**config.mk**
```make
export PLATFORM = sky130hd
export DESIGN_NAME = hazard_unit_mc
export DESIGN_NICKNAME = d
export VERILOG_FILES = /design/src/rtl/hazard_pkg.sv /design/src/rtl/hazard_fwd_sel.sv /design/src/rtl/hazard_unit_mc.sv
export SDC_FILE = /design/constraint.sdc
export NUM_CORES = 1
export LEC_CHECK = 0
export ABC_CLOCK_PERIOD_IN_PS = 3900
export CAP_MARGIN = 10
export CORE_UTILIZATION = 40
export DETAILED_ROUTE_END_ITERATION = 12
export PLACE_DENSITY_LB_ADDON = 0.08
export SLEW_MARGIN = 10
export SYNTH_ARGS = -nofsm -noshare
export SYNTH_HDL_FRONTEND = slang
export SYNTH_SLANG_ARGS = --single-unit
export TNS_END_PERCENT = 10
```
**constraint.sdc**
```tcl
create_clock -name clk -period 3.9 [get_ports clk]
set_input_delay 0.585 -clock clk [delete_from_list [all_inputs] [get_ports clk]]
set_output_delay 0.585 -clock clk [all_outputs]
set_load 0.005 [all_outputs]
```
**src/rtl/hazard_pkg.sv**
```systemverilog
// ============================================================================
//  Module   : hazard_pkg
//  Brief    : Shared types and forward-select encodings for the hazard unit.
//  Revision : 1.0  initial release
// ============================================================================
`default_nettype none

package hazard_pkg;

    typedef enum logic [0:0] {
        RUN     = 1'b0,
        MC_BUSY = 1'b1
    } mc_state_t;

    localparam logic [1:0] FWD_RF  = 2'b00;
    localparam logic [1:0] FWD_WB  = 2'b01;
    localparam logic [1:0] FWD_MEM = 2'b10;

endpackage

`default_nettype wire

```
**src/rtl/hazard_fwd_sel.sv**
```systemverilog
// ============================================================================
//  Module   : hazard_fwd_sel
//  Brief    : Forward-source select for one execute-stage operand.
//  Revision : 1.0  initial release
// ============================================================================
`default_nettype none

module hazard_fwd_sel
    import hazard_pkg::*;
#(
    parameter int REG_W        = 4,
    parameter int R0_HARDWIRED = 0
) (
    input  logic [REG_W-1:0] i_ra_e,
    input  logic [REG_W-1:0] i_wa3_m,
    input  logic [REG_W-1:0] i_wa3_w,
    input  logic             i_reg_write_m,
    input  logic             i_reg_write_w,
    output logic [1:0]       o_fwd
);

    logic w_src_zero;

    // A match against address 0 implies both sides are 0, so the source test suffices.
    assign w_src_zero = (R0_HARDWIRED != 0) && (i_ra_e == '0);

    always_comb begin
        o_fwd = FWD_RF;
        if (!w_src_zero) begin
            if (i_reg_write_m && (i_ra_e == i_wa3_m)) begin
                o_fwd = FWD_MEM;
            end else if (i_reg_write_w && (i_ra_e == i_wa3_w)) begin
                o_fwd = FWD_WB;
            end
        end
    end

endmodule

`default_nettype wire

```
**src/rtl/hazard_unit_mc.sv**
```systemverilog
// ============================================================================
//  Module   : hazard_unit_mc
//  Brief    : Pipeline hazard unit with forwarding, load-use / PC-write stalls
//             and an optional multicycle-execute hold (macro HAZARD_MC_EN).
//  Revision : 1.0  initial release
// ============================================================================
`default_nettype none

module hazard_unit_mc
    import hazard_pkg::*;
#(
    parameter int REG_W        = 4,
    parameter int MC_LAT       = 4,
    parameter int CNT_W        = 16,
    parameter int R0_HARDWIRED = 0
) (
    input  logic             clk,
    input  logic             Reset,
    input  logic             RegWriteM,
    input  logic             RegWriteW,
    input  logic             MemToRegE,
    input  logic             BranchTakenE,
    input  logic             PCSrcD,
    input  logic             PCSrcE,
    input  logic             PCSrcM,
    input  logic             PCSrcW,
    input  logic             McStartE,
    input  logic [REG_W-1:0] RA1D,
    input  logic [REG_W-1:0] RA2D,
    input  logic [REG_W-1:0] RA1E,
    input  logic [REG_W-1:0] RA2E,
    input  logic [REG_W-1:0] WA3E,
    input  logic [REG_W-1:0] WA3M,
    input  logic [REG_W-1:0] WA3W,
    output logic             StallF,
    output logic             StallD,
    output logic             StallE,
    output logic             FlushD,
    output logic             FlushE,
    output logic             FlushM,
    output logic [1:0]       ForwardAE,
    output logic [1:0]       ForwardBE,
    output logic             McBusy,
    output logic [CNT_W-1:0] StallCnt
);

    logic             w_ld_stall;
    logic             w_pc_pending;
    logic             w_busy;
    logic [CNT_W-1:0] r_stall_cnt;

    hazard_fwd_sel #(.REG_W(REG_W), .R0_HARDWIRED(R0_HARDWIRED)) u_fwd_a (
        .i_ra_e        (RA1E),
        .i_wa3_m       (WA3M),
        .i_wa3_w       (WA3W),
        .i_reg_write_m (RegWriteM),
        .i_reg_write_w (RegWriteW),
        .o_fwd         (ForwardAE)
    );

    hazard_fwd_sel #(.REG_W(REG_W), .R0_HARDWIRED(R0_HARDWIRED)) u_fwd_b (
        .i_ra_e        (RA2E),
        .i_wa3_m       (WA3M),
        .i_wa3_w       (WA3W),
        .i_reg_write_m (RegWriteM),
        .i_reg_write_w (RegWriteW),
        .o_fwd         (ForwardBE)
    );

    assign w_ld_stall   = MemToRegE && ((RA1D == WA3E) || (RA2D == WA3E)) &&
                          !((R0_HARDWIRED != 0) && (WA3E == '0));
    assign w_pc_pending = PCSrcD || PCSrcE || PCSrcM;

`ifdef HAZARD_MC_EN
    localparam int                  c_MC_CW   = $clog2(MC_LAT);
    localparam logic [c_MC_CW-1:0]  c_MC_LOAD = c_MC_CW'(MC_LAT - 2);

    mc_state_t          r_state;
    mc_state_t          w_state_nxt;
    logic [c_MC_CW-1:0] r_mc_cnt;
    logic [c_MC_CW-1:0] w_mc_cnt_nxt;

    always_ff @(posedge clk or negedge Reset) begin
        if (!Reset) begin
            r_state  <= RUN;
            r_mc_cnt <= '0;
        end else begin
            r_state  <= w_state_nxt;
            r_mc_cnt <= w_mc_cnt_nxt;
        end
    end

    // The start cycle itself plus MC_LAT-1 busy cycles hold the op in E for MC_LAT cycles.
    always_comb begin
        w_state_nxt  = r_state;
        w_mc_cnt_nxt = r_mc_cnt;
        case (r_state)
            RUN: begin
                if (McStartE && !BranchTakenE) begin
                    w_state_nxt  = MC_BUSY;
                    w_mc_cnt_nxt = c_MC_LOAD;
                end
            end
            MC_BUSY: begin
                if (r_mc_cnt == '0) begin
                    w_state_nxt = RUN;
                end else begin
                    w_mc_cnt_nxt = r_mc_cnt - 1'b1;
                end
            end
            default: begin
                w_state_nxt  = RUN;
                w_mc_cnt_nxt = '0;
            end
        endcase
    end

    assign w_busy = (r_state == MC_BUSY);
`else
    logic w_unused_mc;

    assign w_unused_mc = McStartE;
    assign w_busy      = 1'b0;
`endif

    // Reset gates every stall/flush output; forwarding stays live.
    assign StallF = Reset && (w_busy || w_ld_stall || w_pc_pending);
    assign StallD = Reset && (w_busy || w_ld_stall);
    assign StallE = Reset && w_busy;
    assign FlushM = Reset && w_busy;
    assign FlushE = Reset && !w_busy && (w_ld_stall || BranchTakenE);
    assign FlushD = Reset && !w_busy && (w_pc_pending || PCSrcW || BranchTakenE);
    assign McBusy = Reset && w_busy;

    always_ff @(posedge clk or negedge Reset) begin
        if (!Reset) begin
            r_stall_cnt <= '0;
        end else if (StallF && (r_stall_cnt != {CNT_W{1'b1}})) begin
            r_stall_cnt <= r_stall_cnt + 1'b1;
        end
    end

    assign StallCnt = r_stall_cnt;

endmodule

`default_nettype wire

```
==> results.py <==
metrics = {
    "sta": {
        "period_share_pct": 76.74,
        "hold_violations": 0,
        "setup_tns_ns": 0,
        "slew_viol_final": 0,
        "period_minus_slack_ns": 2.993,
        "timing.final.ws_setup_ns": 0.9070,
        "clock.fmax_mhz": 334.1,
        "setup_viol": 0,
        "rsz0062_at_grt": "no",
        "skew_ns": 0.001889,
    },
    "layout": {
        "area_growth_pct": 58.51,
        "nNetsFinal": 217,
        "nFillCells": 221,
        "drive_gt1_share_pct": 7.386,
        "largest_reg_flops": 16,
        "num_antenna_cells": 0,
        "final_cells": 206,
        "fin_area_um2": 1783,
    },
    "clock_tree": {
        "post_cts_resized": 0,
        "clk_latency_ns": 0.28,
        "tritoncts": "done",
        "clock_path_buffers": 2,
        "clock-sinks": 16,
        "hold_buffers": 0,
        "cts_htree_levels": 1,
        "post_cts_buffers": 0,
        "numCtsBuffers": 3,
        "root_buffer": "clkbuf_4",
        "path_clk_slew_ns": 0.09,
    },
    "synthesis": {
        "synth_flop_cell": "dfrtp_1",
        "synth_cell_types": 33,
        "ys_async_sr_fraction_pct": 100.0,
        "syn_area_um2": 1125,
        "synth_most_common_cell": "xor2_1",
        "synth_seq_area_share_pct": 35.60,
        "synth_common_cells": "xor2_1, dfrtp_1, xnor2_1",
        "synth_cells": 114,
        "yosys_warnings": 0,
        "synth_area_leaders": "dfrtp_1, xor2_1, xnor2_1",
        "ys_ff_latch": 16,
        "yosysTopAreaCell": "dfrtp_1",
        "syn_area_per_cell_um2": 9.867,
        "synth_edf_count": 0,
        "synth_top_area_share_pct": 35.60,
    },
    "detailed_routing": {
        "remaining_drc_errors": 0,
        "dr.pass1.iters": 4,
        "wl_um": 2859,
        "wl_per_cell_um": 13.88,
        "vias": 1051,
        "viasPerCell": 5.102,
        "drt-initial-drc-count": 12,
        "antenna_left": 0,
    },
    "floorplanning": {
        "rows": 18,
        "fp.dieW_um": 55.03,
        "die_h_um": 55.03,
        "pin_count": 66,
        "core_area_um2": 2567,
        "die_area_um2": 3028,
        "start_util_pct": 43.81,
    },
    "place": {
        "place_ws_ns": 0.9197,
        "gp_congestion": 0.7057,
        "dp_hpwl_um": 2283,
        "placedCellCount": 202,
        "numPortBuffers": 61,
        "post_dp_cell_area_um2": 1747,
    },
    "pwr": {
        "power_frac_comb_pct": 40.2,
        "ir_drop_mv": 0.3115,
        "power.total_mw": 0.5780,
        "p_per_area_nw_per_um2": 324.2,
        "seq_power_share_pct": 41.3,
        "sw_frac_of_total_pct": 30.59,
        "p_leak_nw": 0.8263,
        "p_int_mw": 0.4012,
        "clkPwrFrac_pct": 18.5,
        "p_switching_mw": 0.1768,
    },
    "setup_path": {
        "rr_endpoint": "StallCnt[1]$_DFFE_PN0P_",
        "critPathMaxFanout": 2,
        "worstReg2RegStart": "StallCnt[0]$_DFFE_PN0P_",
        "cpPeakStageDelay_ns": 0.58,
        "rrSetupSlack_ns": 1.92,
        "worst_path_max_delay_cell": "clkdlybuf4s50_1",
        "path_common_cell": "clkdlybuf4s50_1",
        "critical_path_required_ns": 3.31,
        "worstPathCellList": "clkdlybuf4s50_1 > inv_1 > a222oi_1 > nor4b_1 > clkdlybuf4s50_1",
        "startpoint_type": "primary input",
        "worstPathArrival_ns": 2.41,
        "rr_worst_depth": 5,
        "critPathKind": "primary input to primary output",
        "worst_setup_path_end_kind": "primary output",
    },
    "status": {
        "outcome": "finished clean",
    },
    "hold_path": {
        "hp-class": "flip-flop to flip-flop",
        "hp-start": "StallCnt[10]$_DFFE_PN0P_",
        "min_to": "StallCnt[10]$_DFFE_PN0P_",
        "hold_depth": 1,
    },
    "flow_run": {
        "cap_violations": 0,
    },
    "global_routing": {
        "grt_pass1_vias": 988,
        "grt_use_total_pct": 17.95,
        "grt_start_max_net_pins": 21,
        "grt_pass1_wl_um": 3953,
        "overflow": 0,
        "antenna_found_initial": 0,
    },
}
-- worst max-delay path, delay by kind of cell --
kind	cells	cell delay, ns
AND/OR/NAND/NOR	1	0.35
buffers and inverters	3	1.15
AO/OA/AOI/OAI	1	0.32
-- kinds of logic (layout without fill, tap and decap cells) --
logic type | after synthesis | in the layout | share of synthesized area [%]
AND/OR/NAND/NOR | 42 | 42 | 22.92
XOR/XNOR | 35 | 35 | 27.25
flip-flops | 16 | 16 | 35.59
buffers and inverters | 10 | 70 | 5.005
AO/OA/AOI/OAI | 8 | 8 | 6.785
adder cells (fa/ha/maj) | 1 | 1 | 1.112
other | 1 | 3 | 0.3334
multiplexers | 1 | 1 | 1.001
-- worst max path at each step --
stage / from / end / slack (ns)
final: WA3M[0] / ForwardBE[1] / 0.91
after global routing: WA3M[0] / ForwardBE[1] / 0.81
after CTS: WA3M[0] / ForwardBE[1] / 0.91
after detailed placement: WA3M[0] / ForwardBE[1] / 0.92
after global placement: WA3E[2] / StallF / 0.95
after floorplan: WA3M[0] / ForwardBE[0] / 1.94
-- through the flow --
stage / hold slack, ns / util, %
floorplan: 0.2894 / -
global placement: 0.4736 / 68.03
detailed placement: 0.4820 / 68.03
CTS: 0.4995 / 69.44
global route: 0.5136 / 69.44
finish: 0.4948 / 69.44
-- per-layer routing --
| layer | vias to the layer above | routed length (um) | track usage (%) |
|---|---|---|---|
| li1 | 515 | - | - |
| met3 | 0 | 323 | 3.279 |
| met4 | 0 | 0 | 2.500 |
| met1 | 488 | 1222 | 22.13 |
| met2 | 48 | 1313 | 32.93 |
| met5 | - | 0 | 0 |
-- cell type report --
type                            count  area (um2)  share of cell area (%)
Multi-Input combinational cell     90       675.6                   37.89
Inverter                            4       15.01                  0.8421
Sequential cell                    16       400.4                   22.46
Timing Repair Buffer               62       618.1                   34.67
Clock buffer                        4       36.28                   2.035
Tap cell                           30       37.54                   2.105
-- power groups by stage --
stage | Sequential (mW) | Clock (mW) | Combinational (mW)
detailed placement | 0.241 | 0 | 0.235
CTS | 0.239 | 0.111 | 0.236
floorplan | 0.237 | 0 | 0.0980
finish | 0.239 | 0.107 | 0.232
global route | 0.243 | 0.119 | 0.256
global placement | 0.237 | 0 | 0.227
-- placed cells by master (no fill, tap or decap), types with 3 or more instances in the layout --
cell type,Yosys,layout
dfrtp_1,16,16
and3_1,7,7
nand2_1,7,7
clkbuf_4,0,3
conb_1,1,3
clkdlybuf4s50_1,0,61
nand3_1,7,7
inv_1,4,4
xor2_1,21,21
xnor2_1,14,14
nand4_1,4,4
Note: power is estimated with default switching activity, not from simulation.
